## src/rtl/cam_cfg_pkg.sv

```systemverilog
// Shared types and constants for the camera configuration sequencer.
// Imported by the sequencer top and its wait timer.
package cam_cfg_pkg;

    typedef enum logic [3:0] {
        ST_IDLE,
        ST_PWDN,
        ST_RST,
        ST_FETCH,
        ST_DECODE,
        ST_DELAY,
        ST_WRITE,
        ST_RETRY,
        ST_NEXT,
        ST_DONE,
        ST_ERROR
    } state_e;

    localparam logic [15:0] TBL_END   = 16'hFFFF;
    localparam logic [7:0]  REG_DELAY = 8'hFE;

    function automatic int max3(input int a, input int b, input int c);
        int m;
        m = (a > b) ? a : b;
        return (m > c) ? m : c;
    endfunction

endpackage

```

## src/rtl/cam_cfg_timer.sv

```systemverilog
// Down-counting wait timer shared by the PWDN, RST and DELAY waits.
// Loading N gives an expired pulse N cycles after the load cycle.
module cam_cfg_timer #(
    parameter int W = 8
) (
    input  logic         clk,
    input  logic         reset,
    input  logic         load_i,
    input  logic [W-1:0] load_val_i,
    output logic         expired_o
);

    logic [W-1:0] cnt_q;
    logic         run_q;

    assign expired_o = run_q && (cnt_q == '0);

    // Counter: a load always wins over an expiry in the same cycle.
    always_ff @(posedge clk) begin
        if (reset) begin
            cnt_q <= '0;
            run_q <= 1'b0;
        end else if (load_i) begin
            cnt_q <= load_val_i;
            run_q <= 1'b1;
        end else if (expired_o) begin
            run_q <= 1'b0;
        end else if (run_q) begin
            cnt_q <= cnt_q - 1'b1;
        end
    end

endmodule

```

## src/rtl/cam_cfg_seq.sv

```systemverilog
// Camera power-up sequencer and SCCB register-table walker.
// Outputs cam_pwdn/cam_rstn/busy are decoded from the state register.
module cam_cfg_seq
    import cam_cfg_pkg::*;
#(
    parameter int TBL_DEPTH      = 128,
    parameter int PWDN_WAIT_CYC  = 1_000_000,
    parameter int RST_WAIT_CYC   = 2_000_000,
    parameter int DELAY_UNIT_CYC = 100_000,
    parameter int MAX_RETRY      = 3,
    parameter int AUTO_START     = 1
) (
    input  logic                         clk,
    input  logic                         reset,
    input  logic                         start,
    output logic                         busy,
    output logic                         done,
    output logic                         error,
    output logic [$clog2(TBL_DEPTH)-1:0] err_index,
    output logic [7:0]                   wr_count,
    output logic                         cam_pwdn,
    output logic                         cam_rstn,
    output logic [$clog2(TBL_DEPTH)-1:0] tbl_addr,
    input  logic [15:0]                  tbl_data,
    output logic                         sccb_req,
    output logic [7:0]                   sccb_reg,
    output logic [7:0]                   sccb_wdata,
    input  logic                         sccb_ack,
    input  logic                         sccb_nack
);

    localparam int AW    = $clog2(TBL_DEPTH);
    localparam int TW    = $clog2(max3(PWDN_WAIT_CYC, RST_WAIT_CYC,
                                       DELAY_UNIT_CYC));
    localparam int RST_H = RST_WAIT_CYC / 2;
    localparam int RST_L = RST_WAIT_CYC - RST_H;

    state_e          state_q, state_d;
    logic [AW-1:0]   addr_q, addr_d;
    logic [AW-1:0]   eidx_q, eidx_d;
    logic [7:0]      wr_q, wr_d;
    logic [7:0]      retry_q, retry_d;
    logic [7:0]      units_q, units_d;
    logic            half_q, half_d;
    logic            auto_q, auto_d;
    logic            done_q, done_d;
    logic            err_q, err_d;
    logic            req_q, req_d;
    logic [7:0]      reg_q, reg_d;
    logic [7:0]      wdat_q, wdat_d;
    logic            go;
    logic            tmr_load;
    logic [TW-1:0]   tmr_val;
    logic            tmr_exp;

    cam_cfg_timer #(.W(TW)) u_timer (
        .clk        (clk),
        .reset      (reset),
        .load_i     (tmr_load),
        .load_val_i (tmr_val),
        .expired_o  (tmr_exp)
    );

    // Next-state logic: sequencing, table decode and SCCB handshake.
    always_comb begin
        state_d  = state_q;
        addr_d   = addr_q;
        eidx_d   = eidx_q;
        wr_d     = wr_q;
        retry_d  = retry_q;
        units_d  = units_q;
        half_d   = half_q;
        auto_d   = auto_q;
        done_d   = done_q;
        err_d    = err_q;
        req_d    = req_q;
        reg_d    = reg_q;
        wdat_d   = wdat_q;
        go       = 1'b0;
        tmr_load = 1'b0;
        tmr_val  = '0;
        unique case (state_q)
            ST_IDLE: go = start || auto_q;
            ST_PWDN: begin
                if (tmr_exp) begin
                    state_d  = ST_RST;
                    half_d   = 1'b0;
                    tmr_load = 1'b1;
                    tmr_val  = TW'(RST_H - 1);
                end
            end
            ST_RST: begin
                if (tmr_exp && !half_q) begin
                    half_d   = 1'b1;
                    tmr_load = 1'b1;
                    tmr_val  = TW'(RST_L - 1);
                end else if (tmr_exp) begin
                    state_d = ST_FETCH;
                end
            end
            ST_FETCH: state_d = ST_DECODE;
            ST_DECODE: begin
                if (tbl_data == TBL_END) begin
                    state_d = ST_DONE;
                    done_d  = 1'b1;
                end else if (tbl_data[15:8] == REG_DELAY) begin
                    if (tbl_data[7:0] == 8'd0) begin
                        state_d = ST_NEXT;
                    end else begin
                        state_d  = ST_DELAY;
                        units_d  = tbl_data[7:0];
                        tmr_load = 1'b1;
                        tmr_val  = TW'(DELAY_UNIT_CYC - 1);
                    end
                end else begin
                    state_d = ST_WRITE;
                    reg_d   = tbl_data[15:8];
                    wdat_d  = tbl_data[7:0];
                    req_d   = 1'b1;
                end
            end
            ST_DELAY: begin
                if (tmr_exp && units_q == 8'd1) begin
                    state_d = ST_NEXT;
                end else if (tmr_exp) begin
                    units_d  = units_q - 8'd1;
                    tmr_load = 1'b1;
                    tmr_val  = TW'(DELAY_UNIT_CYC - 1);
                end
            end
            ST_WRITE: begin
                if (sccb_ack) begin
                    req_d = 1'b0;
                    if (!sccb_nack) begin
                        state_d = ST_NEXT;
                        retry_d = 8'd0;
                        if (wr_q != 8'hFF) wr_d = wr_q + 8'd1;
                    end else if (retry_q < 8'(MAX_RETRY)) begin
                        state_d = ST_RETRY;
                        retry_d = retry_q + 8'd1;
                    end else begin
                        state_d = ST_ERROR;
                        err_d   = 1'b1;
                        eidx_d  = addr_q;
                    end
                end
            end
            ST_RETRY: begin
                state_d = ST_WRITE;
                req_d   = 1'b1;
            end
            ST_NEXT: begin
                if (addr_q == AW'(TBL_DEPTH - 1)) begin
                    state_d = ST_DONE;
                    done_d  = 1'b1;
                end else begin
                    state_d = ST_FETCH;
                    addr_d  = addr_q + 1'b1;
                end
            end
            ST_DONE, ST_ERROR: go = start;
            default: state_d = ST_IDLE;
        endcase
        if (go) begin
            state_d  = ST_PWDN;
            auto_d   = 1'b0;
            done_d   = 1'b0;
            err_d    = 1'b0;
            wr_d     = 8'd0;
            retry_d  = 8'd0;
            addr_d   = '0;
            tmr_load = 1'b1;
            tmr_val  = TW'(PWDN_WAIT_CYC - 1);
        end
    end

    // State and datapath registers.
    always_ff @(posedge clk) begin
        if (reset) begin
            state_q <= ST_IDLE;
            addr_q  <= '0;
            eidx_q  <= '0;
            wr_q    <= 8'd0;
            retry_q <= 8'd0;
            units_q <= 8'd0;
            half_q  <= 1'b0;
            auto_q  <= (AUTO_START != 0);
            done_q  <= 1'b0;
            err_q   <= 1'b0;
            req_q   <= 1'b0;
            reg_q   <= 8'd0;
            wdat_q  <= 8'd0;
        end else begin
            state_q <= state_d;
            addr_q  <= addr_d;
            eidx_q  <= eidx_d;
            wr_q    <= wr_d;
            retry_q <= retry_d;
            units_q <= units_d;
            half_q  <= half_d;
            auto_q  <= auto_d;
            done_q  <= done_d;
            err_q   <= err_d;
            req_q   <= req_d;
            reg_q   <= reg_d;
            wdat_q  <= wdat_d;
        end
    end

    assign busy       = !(state_q inside {ST_IDLE, ST_DONE, ST_ERROR});
    assign cam_pwdn   = (state_q inside {ST_IDLE, ST_PWDN});
    assign cam_rstn   = !(state_q inside {ST_IDLE, ST_PWDN}) &&
                        !(state_q == ST_RST && !half_q);
    assign done       = done_q;
    assign error      = err_q;
    assign err_index  = eidx_q;
    assign wr_count   = wr_q;
    assign tbl_addr   = addr_q;
    assign sccb_req   = req_q;
    assign sccb_reg   = reg_q;
    assign sccb_wdata = wdat_q;

endmodule

```

## config.mk

```make
export PLATFORM = sky130hd
export DESIGN_NAME = cam_cfg_seq
export DESIGN_NICKNAME = d
export VERILOG_FILES = /design/src/rtl/cam_cfg_pkg.sv /design/src/rtl/cam_cfg_timer.sv /design/src/rtl/cam_cfg_seq.sv
export SDC_FILE = /design/constraint.sdc
export NUM_CORES = 1
export LEC_CHECK = 0
export ABC_AREA = 1
export CAP_MARGIN = 0
export CORE_AREA = 2 2 131 133
export DETAILED_ROUTE_END_ITERATION = 16
export DIE_AREA = 0 0 133 135
export REMOVE_ABC_BUFFERS = 1
export SLEW_MARGIN = 20
export SYNTH_ARGS = -nofsm -noshare
export SYNTH_HDL_FRONTEND = slang
export SYNTH_HIERARCHICAL = 1
export SYNTH_SLANG_ARGS = --single-unit
```

## constraint.sdc

```tcl
create_clock -name clk -period 6.26 [get_ports clk]
set_input_delay 1.878 -clock clk [delete_from_list [all_inputs] [get_ports clk]]
set_output_delay 1.878 -clock clk [all_outputs]
set_load 0.05 [all_outputs]
```

==> report_table.html <==
<table>
<tr><th>Metric</th><th>Value</th></tr>
<tr><th colspan="2">Final layout</th></tr>
<tr><td>Combined area of the multi-input logic cells</td><td>0.00278 mm2</td></tr>
<tr><td>Top register by number of flip-flops</td><td>u_timer/cnt_q</td></tr>
<tr><td>Synth-to-Final Area Change</td><td>24.0%</td></tr>
<tr><td>Flip-flop count of the largest register after layout</td><td>21</td></tr>
<tr><td>Number of filler instances in the final layout</td><td>1744</td></tr>
<tr><td>Ant. Diodes</td><td>0</td></tr>
<tr><td>Number of nets in the final layout</td><td>between 800 and 900</td></tr>
<tr><td>Share of final-layout standard cells stronger than drive strength 1</td><td>9.17%</td></tr>
<tr><td>Reg area</td><td>0.00170 mm2</td></tr>
<tr><th colspan="2">Die</th></tr>
<tr><td>IO Count</td><td>between 60 and 70</td></tr>
<tr><td>Rows</td><td>47</td></tr>
<tr><td>Initial cell density of the core</td><td>around 30%</td></tr>
<tr><td>Die Ht</td><td>135 um</td></tr>
<tr><td>Width of the die</td><td>133 um</td></tr>
<tr><td>Die Footprint</td><td>0.0180 mm2</td></tr>
<tr><td>Core area</td><td>around 0.016 mm2</td></tr>
<tr><th colspan="2">Clock network</th></tr>
<tr><td>CTS resizes</td><td>0</td></tr>
<tr><td>Root cell of the clock tree</td><td>sky130_fd_sc_hd__clkbuf_16</td></tr>
<tr><td>Clock insertion delay at the later pin of the skew report</td><td>0.36 ns</td></tr>
<tr><td>Number of buffers inserted for hold repair after clock tree synthesis</td><td>0</td></tr>
<tr><td>Deepest level of the CTS H-tree</td><td>3</td></tr>
<tr><td>CTS tree</td><td>yes</td></tr>
<tr><td>Register clock-pin slew on the reported worst setup and hold paths</td><td>0.07 ns</td></tr>
<tr><td>Number of CTS-inserted buffers</td><td>9</td></tr>
<tr><td>Max Buffers Root-to-Sink</td><td>2</td></tr>
<tr><td>Setup repair bufs after CTS</td><td>0</td></tr>
<tr><td>Number of sinks driven by the clock tree</td><td>85</td></tr>
<tr><th colspan="2">Synthesis</th></tr>
<tr><td>Number of warning messages in the yosys log</td><td>6</td></tr>
<tr><td>Post-synthesis area per instance</td><td>6.52 um2</td></tr>
<tr><td>Cell Area, Synth</td><td>0.00488 mm2</td></tr>
<tr><td>Most area-consuming cells after synthesis</td><td>sky130_fd_sc_hd__dfxtp_1, sky130_fd_sc_hd__nand2_1, sky130_fd_sc_hd__nor2_1, sky130_fd_sc_hd__nand3_1, sky130_fd_sc_hd__inv_1</td></tr>
<tr><td>Number of instances in the synthesized netlist</td><td>748</td></tr>
<tr><td>Adder and majority gate portion of the synthesized area</td><td>~1.8%</td></tr>
<tr><td>Post-synthesis sequential element count</td><td>85</td></tr>
<tr><td>List of most frequent post-synthesis cells</td><td>sky130_fd_sc_hd__nand2_1, sky130_fd_sc_hd__nor2_1, sky130_fd_sc_hd__dfxtp_1</td></tr>
<tr><td>Leading cell type by number of instances after synthesis</td><td>sky130_fd_sc_hd__nand2_1</td></tr>
<tr><td>Synthesized-area fraction occupied by and/or/nand/nor cells</td><td>40.0%</td></tr>
<tr><td>Post-synth EDFFs</td><td>0</td></tr>
<tr><td>Share of synthesized registers carrying an async set or reset</td><td>0%</td></tr>
<tr><td>Fraction of post-synthesis cell area in the top cell type by area</td><td>a little over a third</td></tr>
<tr><td>Complex-gate fraction of the synthesized area</td><td>11.8%</td></tr>
<tr><td>Proportion of synthesized area in mux cells</td><td>0%</td></tr>
<tr><td>Top FF cell, synth</td><td>sky130_fd_sc_hd__dfxtp_1</td></tr>
<tr><td>Sequential element share of the synthesized area</td><td>a little over a third</td></tr>
<tr><td>Synthesized-area fraction occupied by xor and xnor cells</td><td>3.05%</td></tr>
<tr><td>Post-synthesis cell type with the largest combined area</td><td>sky130_fd_sc_hd__dfxtp_1</td></tr>
<tr><td>Combinational family with the most area after synthesis</td><td>simple AND/OR/NAND/NOR gates</td></tr>
<tr><td>Post-synth cell types</td><td>42</td></tr>
<tr><th colspan="2">STA</th></tr>
<tr><td>Remaining max-slew budget at the tightest pin</td><td>33.1%</td></tr>
<tr><td>Transition time at the pin with the least slew margin</td><td>roughly 1.0 ns</td></tr>
<tr><td>Worst setup skew after layout</td><td>between 0.01 and 0.015 ns</td></tr>
<tr><td>Setup repair after global routing missed its margin</td><td>false</td></tr>
<tr><td>Final cycle utilization of the critical path</td><td>71.1%</td></tr>
<tr><td>Worst hold slack</td><td>approximately 0.44 ns</td></tr>
<tr><td>Hold violation count in the final report</td><td>0</td></tr>
<tr><td>Count of final setup violators</td><td>0</td></tr>
<tr><td>Max Slew Vio Count</td><td>0</td></tr>
<tr><td>Shortest clock period the worst path allows after layout</td><td>4.45 ns</td></tr>
<tr><td>Total Negative Setup Slacks</td><td>0 ns</td></tr>
<tr><td>Highest achievable clock rate</td><td>225 MHz</td></tr>
<tr><th colspan="2">Critical path</th></tr>
<tr><td>Setup crit start kind</td><td>input pin</td></tr>
<tr><td>Crit Path Class</td><td>in2reg</td></tr>
<tr><td>Launching element of the worst setup path</td><td>tbl_data[0]</td></tr>
<tr><td>Peak fanout along the critical path</td><td>25</td></tr>
<tr><td>Critical path data arrival time</td><td>4.75 ns</td></tr>
<tr><td>Required time reported for the critical path endpoint</td><td>6.55 ns</td></tr>
<tr><td>Worst Setup End Kind</td><td>register</td></tr>
<tr><td>Startpoint of the lowest-slack register-to-register path</td><td>u_timer/cnt_q[11]</td></tr>
<tr><th colspan="2">GRT</th></tr>
<tr><td>Aggregate global routing overflow</td><td>0</td></tr>
<tr><td>Number of antenna violations at the first check in global routing</td><td>0</td></tr>
<tr><td>Wire length of the first global-routing pass</td><td>21.0 mm</td></tr>
<tr><td>Via count of the first global-routing pass</td><td>4310</td></tr>
<tr><td>Pin count of the biggest net entering global routing</td><td>38</td></tr>
<tr><td>Total routing resource utilization after global routing</td><td>14.5%</td></tr>
<tr><th colspan="2">Drt</th></tr>
<tr><td>Number of remaining DRC errors</td><td>0</td></tr>
<tr><td>Wire length reported by the detailed router</td><td>12.7 mm</td></tr>
<tr><td>Detailed-route via count</td><td>4765</td></tr>
<tr><td>Routed via count divided by cell count</td><td>about 4.6</td></tr>
<tr><td>DRT iter0 DRCs</td><td>289</td></tr>
<tr><td>Detailed Routing Iterations Pass 1</td><td>5</td></tr>
<tr><td>Wire length per cell</td><td>~12 um</td></tr>
<tr><td>Remaining number of nets flagged by the antenna check after routing</td><td>0</td></tr>
<tr><th colspan="2">Pwr</th></tr>
<tr><td>LEAKAGE</td><td>around 2.4 nW</td></tr>
<tr><td>Power density of the placed cells</td><td>about 250 mW/mm2</td></tr>
<tr><td>Peak VDD IR</td><td>around 0.14 mV</td></tr>
<tr><th colspan="2">Place</th></tr>
<tr><td>GPL Wtd Cong</td><td>0.870</td></tr>
<tr><td>Placed wire-length estimate after detailed placement</td><td>9.41 mm</td></tr>
<tr><td>Port-buffer cells</td><td>64</td></tr>
<tr><th colspan="2">Worst hold path</th></tr>
<tr><td>Hold wc startpoint</td><td>retry_q[6]</td></tr>
<tr><td>Class of the tightest hold or removal check</td><td>reg2reg</td></tr>
<tr><th colspan="2">Run</th></tr>
<tr><td>Max capacitance violation total</td><td>0</td></tr>
<tr><th colspan="2">Run status</th></tr>
<tr><td>Status</td><td>completed</td></tr>
</table>
area by class of cell:
type,count,share of cell area [%]
Clock buffer,9,3.72
Timing Repair Buffer,66,10.8
Sequential cell,85,28.1
Tap cell,220,4.55
Multi-Input combinational cell,567,46.0
Clock inverter,7,1.41
Inverter,84,5.32
path summary, 6_finish.rpt:
kind,depth (start not counted),slack [ns],to
max,15,1.81,u_timer/cnt_q[15]
min,2,0.44,retry_q[6]
max reg2reg,17,2.49,u_timer/cnt_q[12]
min reg2reg,2,0.44,retry_q[6]
report_power, final:
| part | leakage (nW) | switching (mW) | internal [mW] | total [mW] |
|---|---|---|---|---|
| Combinational | 1.60 | 0.235 | 0.118 | 0.353 |
| Clock | 0.153 | 0.248 | 0.318 | 0.566 |
| Sequential | 0.690 | 0.0366 | 0.567 | 0.604 |
| Total | 2.45 | 0.519 | 1.00 | 1.52 |
worst max-delay path: stages:
cell                              delay [ns]
sky130_fd_sc_hd__clkdlybuf4s50_1        0.53
sky130_fd_sc_hd__inv_1                  0.11
sky130_fd_sc_hd__nand2_1                0.05
sky130_fd_sc_hd__nor2_1                 0.11
sky130_fd_sc_hd__nand2_1                0.06
sky130_fd_sc_hd__nand3_1                0.10
sky130_fd_sc_hd__nand2_2                0.13
sky130_fd_sc_hd__inv_2                  0.19
sky130_fd_sc_hd__nand3_1                0.09
sky130_fd_sc_hd__buf_4                  0.23
sky130_fd_sc_hd__inv_1                  0.59
sky130_fd_sc_hd__nand3_2                0.33
sky130_fd_sc_hd__a21oi_1                0.20
sky130_fd_sc_hd__nor2_1                 0.06
sky130_fd_sc_hd__nor2_1                 0.07
logic make-up (layout without fill, tap and decap cells):
group | Yosys count | in the layout
other | 1 | 6
buffers and inverters | 101 | 166
xor gates and xnor gates | 17 | 17
adders and majority gates | 7 | 7
AOI/OAI and AO/OA | 103 | 103
DFF | 85 | 85
and+or+nand+nor | 434 | 434
layout by cell type, fill, tap and decap left out, types with 7 or more instances in the layout:
cell type / Yosys / final
sky130_fd_sc_hd__a21oi_1: 51 / 51
sky130_fd_sc_hd__clkbuf_16: 0 / 9
sky130_fd_sc_hd__clkdlybuf4s50_1: 0 / 64
sky130_fd_sc_hd__dfxtp_1: 85 / 85
sky130_fd_sc_hd__ha_1: 7 / 7
sky130_fd_sc_hd__inv_1: 74 / 74
sky130_fd_sc_hd__nand2_1: 189 / 189
sky130_fd_sc_hd__nand2_2: 8 / 8
sky130_fd_sc_hd__nand3_1: 67 / 67
sky130_fd_sc_hd__nand4_1: 9 / 9
sky130_fd_sc_hd__nor2_1: 115 / 115
sky130_fd_sc_hd__nor2_2: 16 / 16
sky130_fd_sc_hd__nor3_1: 9 / 9
sky130_fd_sc_hd__o21ai_0: 34 / 34
sky130_fd_sc_hd__xor2_1: 13 / 13
layer usage:
| metal | vias up | share of wire [%] | GRT usage [%] |
|---|---|---|---|
| met4 | 0 | 2.5 | 6.99 |
| met2 | 106 | 45 | 23.6 |
| li1 | 2522 | - | - |
| met5 | - | 0 | 0 |
| met3 | 24 | 4.8 | 3.04 |
| met1 | 2113 | 48 | 18.4 |
per-stage QoR:
| step | std cells | util, % | setup WS [ns] | instance area (um2) | power [mW] |
|---|---|---|---|---|---|
| global placement | 1022 | 35.0 | 1.49 | 5740 | 0.966 |
| CTS | 1038 | 36.9 | 1.82 | 6050 | 1.54 |
| floorplan | 736 | - | 2.19 | 4810 | 0.870 |
| finish | 1038 | 36.9 | 1.81 | 6050 | 1.52 |
| global route | 1038 | 36.9 | 1.46 | 6050 | 1.61 |
| detailed placement | 1022 | 35.0 | 1.44 | 5740 | 0.967 |
No activity file was read; power rests on OpenSTA's default activity.
==> RTL change 1: new RTL, same settings <==
Make the reset (`reset`) asynchronous in 2 clocked blocks.
--- a/src/rtl/cam_cfg_timer.sv
+++ b/src/rtl/cam_cfg_timer.sv
@@ -16,7 +16,7 @@
     assign expired_o = run_q && (cnt_q == '0);
 
     // Counter: a load always wins over an expiry in the same cycle.
-    always_ff @(posedge clk) begin
+    always_ff @(posedge clk or posedge reset) begin
         if (reset) begin
             cnt_q <= '0;
             run_q <= 1'b0;
--- a/src/rtl/cam_cfg_seq.sv
+++ b/src/rtl/cam_cfg_seq.sv
@@ -175,7 +175,7 @@
     end
 
     // State and datapath registers.
-    always_ff @(posedge clk) begin
+    always_ff @(posedge clk or posedge reset) begin
         if (reset) begin
             state_q <= ST_IDLE;
             addr_q  <= '0;
Formal check against the unedited RTL: differs if reset is asserted again (counterexample within 4 cycles, from zero or initial values and one cycle with reset high); with reset held inactive, the same outputs for 10 cycles.
==> RTL change 1 against the unedited design <==
Setup slack improved by 0.23 ns; fmax rose by 5.4%; sequential cell count did not move; global-route usage is 0.29 points lower; routed wire length fell by 4.4%; cell area grew 4.7%; area after synthesis increased by 6.0%; die area stayed put; hold slack improved by 0.045 ns.
Power is not compared: it rests on default switching activity, and its combinational part moved more than twofold at a synthesized area within 25%.
==> RTL change 1: results (changes against the unedited design) <==
[sta]
period_needed_ns=4.227  ; was 4.454 ns
relSlewSlack_pct=40.36  ; was 33.05%
whs_ns=0.4857  ; was 0.4408 ns
skew_ns=0.01771  ; was 0.01029 ns

[setup_path]
cp_slowest_cell=clkdlybuf4s50_1  ; was inv_1
rrSetupSlack_ns=3.04  ; was 2.49 ns
worst_ep_arrival_time_ns=4.47  ; was 4.75 ns
path_delay_family=simple AND/OR/NAND/NOR gates  ; was buffers and inverters
path_max_fanout=31  ; was 25
cpPeakStageDelay_ns=0.53  ; was 0.59 ns

[synthesis]
synthTopCellsByArea=dfrtp_1 (41%), nand2_1 (14%), nand3_1 (7.2%)  ; was dfxtp_1 (35%), nand2_1 (15%), nor2_1 (8.8%)
synth.distinct_cells=38  ; was 42
ys_warn_count=6  ; unchanged
syn_area_per_cell_sq_um=7.275  ; was 6.522 sq um
synth.yosys.seq_area_share_pct=41.15  ; was 34.88%
async_flop_share_pct=100.0  ; was 0%
synthTopCellsByCount=nand2_1 (196), inv_1 (90), dfrtp_1 (84)  ; was nand2_1 (189), nor2_1 (115), dfxtp_1 (85)

[routing]
wl_met2_um=5742  ; was 5728 um
wl_met3_um=383  ; was 604 um
firstDrtPassIters=4  ; was 5
first_iter_violations=267  ; was 289
drt_wl_total_um=12110  ; was 12670 um
highest-signal-layer=met4  ; unchanged
wl_met1_um=5892  ; was 6028 um
vias=4515  ; was 4765
via_per_inst=4.501  ; was 4.591

[min_path]
hold_path_class=reg -> reg  ; unchanged

[clock_network]
worstSkewPairLatency_ns=0.35
cts.clk_slew.worst_paths_ns=0.07  ; about the same
numCtsBuffers=9  ; unchanged
cts_setup_buffers=0  ; unchanged
cts_root_buf=clkbuf_16  ; unchanged
htree_num_levels=3  ; unchanged

[layout]
final_nets=806  ; was 841
layout-drive-gt1-share_pct=9.962  ; was 9.169%
largest_reg_flops=21  ; unchanged
regMostFlops=u_timer/cnt_q  ; unchanged
seqCellArea_sq_mm=0.002128  ; was 0.001702 sq mm
fillers=1698  ; was 1744
diodes=0  ; unchanged

[placement]
place_hpwl_um=8733  ; was 9405 um
pre_cts_ws_ns=1.688  ; was 1.439 ns
dp_cells=987  ; was 1022
place_area_sq_mm=0.006032  ; was 0.005737 sq mm
io_buffers=64  ; unchanged
place_congestion=0.8219  ; was 0.8701

[power_and_ir_drop]
p_leak_nw=2.963
switching_share_pct=48.91

[global_routing]
grt_first_pass_wirelength_um=20450  ; was 20960 um
grt_use_met2_pct=23.43  ; was 23.60%
grt_pass1_vias=4174  ; was 4310
grt_util_met3_pct=3.716  ; was 3.041%
grt_use_total_pct=14.24  ; was 14.53%
grt_max_degree=34  ; was 38
grt.met1_usage_pct=18.43  ; about the same

[outcome]
status=complete, no violations  ; unchanged

[RTL change 1: changes by cell type after synthesis, moves of 9 or more]
cell / change
o21ai_0: +9
nor2_1: -40
inv_1: +16
dfrtp_1: +84
o21ai_2: +11
dfxtp_1: -85
a21oi_1: -39
[RTL change 1: path summary, 6_finish.rpt]
check                                        startpoint                            end  cells past startpoint
max                                        tbl_data[10]  u_timer/cnt_q[17]$_DFFE_PP0P_                     14
min                           sccb_wdata[7]$_DFFE_PP0P_      sccb_wdata[7]$_DFFE_PP0P_                      2
max reg2reg                u_timer/cnt_q[0]$_DFFE_PP0P_  u_timer/cnt_q[17]$_DFFE_PP0P_                     17
min reg2reg                   sccb_wdata[7]$_DFFE_PP0P_      sccb_wdata[7]$_DFFE_PP0P_                      2
max in group asynchronous                         reset             auto_q$_DFFE_PP1N_                      3
min in group asynchronous                         reset         units_q[6]$_DFFE_PP0P_                      2
[RTL change 1: final cells by class]
type	instances	area share (%)
clock buffer	11	3.992
clock inverter	5	0.6522
tap	220	4.348
multi-input combinational	520	41.34
sequential	85	33.62
timing repair buffer	66	10.36
inverter	96	5.692
[RTL change 1: cells by family after synthesis]
logic type | after synthesis | share of synthesized area [%]
XOR/XNOR | 18 | 3.048
buffers and inverters | 111 | 8.708
AO/OA/AOI/OAI | 84 | 9.652
adder cells (fa/ha/maj) | 7 | 1.693
flip-flops | 85 | 41.15
AND/OR/NAND/NOR | 405 | 35.68
other | 1 | 0.07250
[RTL change 1: power groups by stage]
stage | sequential [mW] | clock (mW) | combinational, mW
2_1_floorplan | 1.12 | 0 | 0.851
4_1_cts | 0.881 | 0.549 | 1.52
5_1_grt | 0.909 | 0.568 | 1.68
3_3_place_gp | 0.889 | 0 | 1.51
3_5_place_dp | 0.889 | 0 | 1.51
6_report | 0.882 | 0.529 | 1.51
==> RTL change 2: new RTL, same flow settings <==
Without the edit above. Change the parameter `PWDN_WAIT_CYC` from 1_000_000 to 2_000_000.
--- a/src/rtl/cam_cfg_seq.sv
+++ b/src/rtl/cam_cfg_seq.sv
@@ -4,7 +4,7 @@
     import cam_cfg_pkg::*;
 #(
     parameter int TBL_DEPTH      = 128,
-    parameter int PWDN_WAIT_CYC  = 1_000_000,
+    parameter int PWDN_WAIT_CYC  = 2_000_000,
     parameter int RST_WAIT_CYC   = 2_000_000,
     parameter int DELAY_UNIT_CYC = 100_000,
     parameter int MAX_RETRY      = 3,
Function: same outputs for any inputs over 10 cycles, from zero or initial values and one cycle with reset high; that may be too few to reach the edited logic, so the function may still have changed.
==> RTL change 2 against the unedited design <==
Setup slack improved by 0.022 ns; cell area fell by 0.58%; hold slack improved by 0.0015 ns; critical endpoint unchanged; critical path type unchanged; non-clock buffer count grew 1; sequential cell count stayed put; routed wire length down 3.2%; final cell count stayed put; core utilization is 0.21 points lower; area after synthesis fell by 0.44%.
Power is not compared: it rests on default switching activity, and its combinational part moved more than twofold at a synthesized area within 25%.
==> RTL change 2: results (changes against the unedited design) <==
[outcome]
status=complete, no violations  ; unchanged

[clock_network]
htree_num_levels=3  ; unchanged
cts.path.max_buffers=2  ; unchanged
worstSkewPairLatency_ns=0.34  ; was 0.36 ns
cts.clk_slew.worst_paths_ns=0.06
cts_resized=0  ; unchanged
cts_root_buf=clkbuf_16  ; unchanged
cts_setup_buffers=0  ; unchanged
numCtsBuffers=9  ; unchanged

[setup_path]
path_max_fanout=24  ; was 25
r2r_cells=17  ; unchanged
r2r_start=u_timer/cnt_q[11]$_SDFFE_PP0P_  ; unchanged
worst_ep_arrival_time_ns=4.71  ; was 4.75 ns
cp-startpoint=tbl_data[3]  ; was tbl_data[0]
reg2reg_to=u_timer/cnt_q[12]$_SDFFE_PP0P_  ; unchanged
endpoint=u_timer/cnt_q[15]$_SDFFE_PP0P_  ; unchanged
rrSetupSlack_ns=2.71  ; was 2.49 ns
crit_type=in -> reg  ; unchanged

[synthesis]
synthTopCellsByCount=nand2_1 (179), nor2_1 (108), inv_1 (100)  ; was nand2_1 (189), nor2_1 (115), dfxtp_1 (85)
async_flop_share_pct=0  ; unchanged
synth.distinct_cells=39  ; was 42
ys_warn_count=6  ; unchanged
synth.yosys.seq_area_share_pct=35.03  ; was 34.88%
synthTopCellsByArea=dfxtp_1 (35%), nand2_1 (14%), nor2_1 (8.3%)  ; was dfxtp_1 (35%), nand2_1 (15%), nor2_1 (8.8%)
ys.flop_type=dfxtp_1  ; unchanged

[sta]
relSlewSlack_pct=49.74  ; was 33.05%
skew_ns=0.009343  ; was 0.01029 ns

[layout]
final_nets=843  ; was 841
fillers=1770  ; was 1744
regMostFlops=u_timer/cnt_q  ; unchanged
layout-drive-gt1-share_pct=8.924  ; was 9.169%
largest_reg_flops=21  ; unchanged
diodes=0  ; unchanged

[routing]
first_iter_violations=257  ; was 289
drt_wl_total_um=12260  ; was 12670 um
via_per_inst=4.488  ; was 4.591
firstDrtPassIters=5  ; unchanged

[power_and_ir_drop]
p_leak_nw=2.600
ir_drop_uv=174.7

[global_routing]
grt_first_pass_wirelength_um=20930  ; was 20960 um
grt_pass1_vias=4361  ; was 4310
antenna_found_initial=0  ; unchanged
grt_use_total_pct=14.19  ; was 14.53%
grt_max_degree=34  ; was 38

[placement]
place_congestion=0.8464  ; was 0.8701
io_buffers=64  ; unchanged
place_hpwl_um=8995  ; was 9405 um

[min_path]
hold_path_class=reg -> reg  ; unchanged

[RTL change 2: layer usage]
| metal | GRT usage (%) | up-vias | share of wire [%] |
|---|---|---|---|
| li1 | - | 2494 | - |
| met2 | 22.57 | 88 | 44 |
| met3 | 3.829 | 8 | 4.9 |
| met5 | 0 | - | 0 |
| met1 | 19.09 | 2069 | 51 |
| met4 | 3.584 | 0 | 0.95 |
[RTL change 2: power breakdown]
part | internal, mW | switching, mW
Sequential | 0.601 | 0.0755
Clock | 0.348 | 0.222
Combinational | 0.282 | 0.593
Total | 1.23 | 0.891
[RTL change 2: layout make-up]
class                      instances  area [sq um]  share of cell area (%)
inverter                         108         412.9                   6.868
multi-input combinational        544          2648                   44.04
sequential                        85          1702                   28.30
tap                              220         275.3                   4.579
clock buffer                       9         225.2                   3.746
clock inverter                     5         86.33                   1.436
timing repair buffer              67         663.1                   11.03
[RTL change 2: how the worst min path moves through the flow]
stage                                     startpoint                         end  slack [ns]  depth (start not counted)
after CTS                 sccb_wdata[6]$_SDFFE_PP0P_  sccb_wdata[6]$_SDFFE_PP0P_        0.45                          2
after detailed placement    sccb_reg[2]$_SDFFE_PP0P_    sccb_reg[2]$_SDFFE_PP0P_        0.43                          2
final                        retry_q[6]$_SDFFE_PP0P_     retry_q[6]$_SDFFE_PP0P_        0.44                          2
after floorplan                  auto_q$_SDFFE_PP1P_         auto_q$_SDFFE_PP1P_        0.42                          2
after global placement           auto_q$_SDFFE_PP1P_         auto_q$_SDFFE_PP1P_        0.43                          2
after global routing         retry_q[5]$_SDFFE_PP0P_     retry_q[5]$_SDFFE_PP0P_        0.46                          2
[RTL change 2: cells by family (layout without fill, tap and decap cells)]
group                      Yosys count  after routing  synth area share [%]
and+or+nand+nor                    399            399                 36.55
buffers and inverters              126            189                 10.69
AOI/OAI and AO/OA                  121            121                 13.50
DFF                                 85             85                 35.03
xor gates and xnor gates            13             13                 2.344
adders and majority gates            7              7                 1.803
other                                1              4               0.07721
[RTL change 2: through the flow]
stage	hold slack (ns)	instance area [sq um]	power, mW	std cells	setup WS, ns
finish	0.4423	6012	2.122	1038	1.828
global route	0.4573	6012	2.287	1038	1.504
CTS	0.4468	6012	2.137	1038	1.833
detailed placement	0.4341	5700	1.556	1024	1.486
global placement	0.4291	5700	1.553	1024	1.615
floorplan	0.4195	4762	1.341	737	2.207
[RTL change 2: critical path, stage by stage]
cell and delay [ns]:
clkdlybuf4s50_1 0.44, inv_1 0.09, nand2_1 0.05, nor2_1 0.15, nand2_1 0.10, nand3_1 0.12
nand2_2 0.11, inv_2 0.21, nand3_1 0.10, buf_4 0.22, inv_1 0.57, nand3_2 0.32
a21oi_1 0.19, nor2_1 0.06, nor2_1 0.07
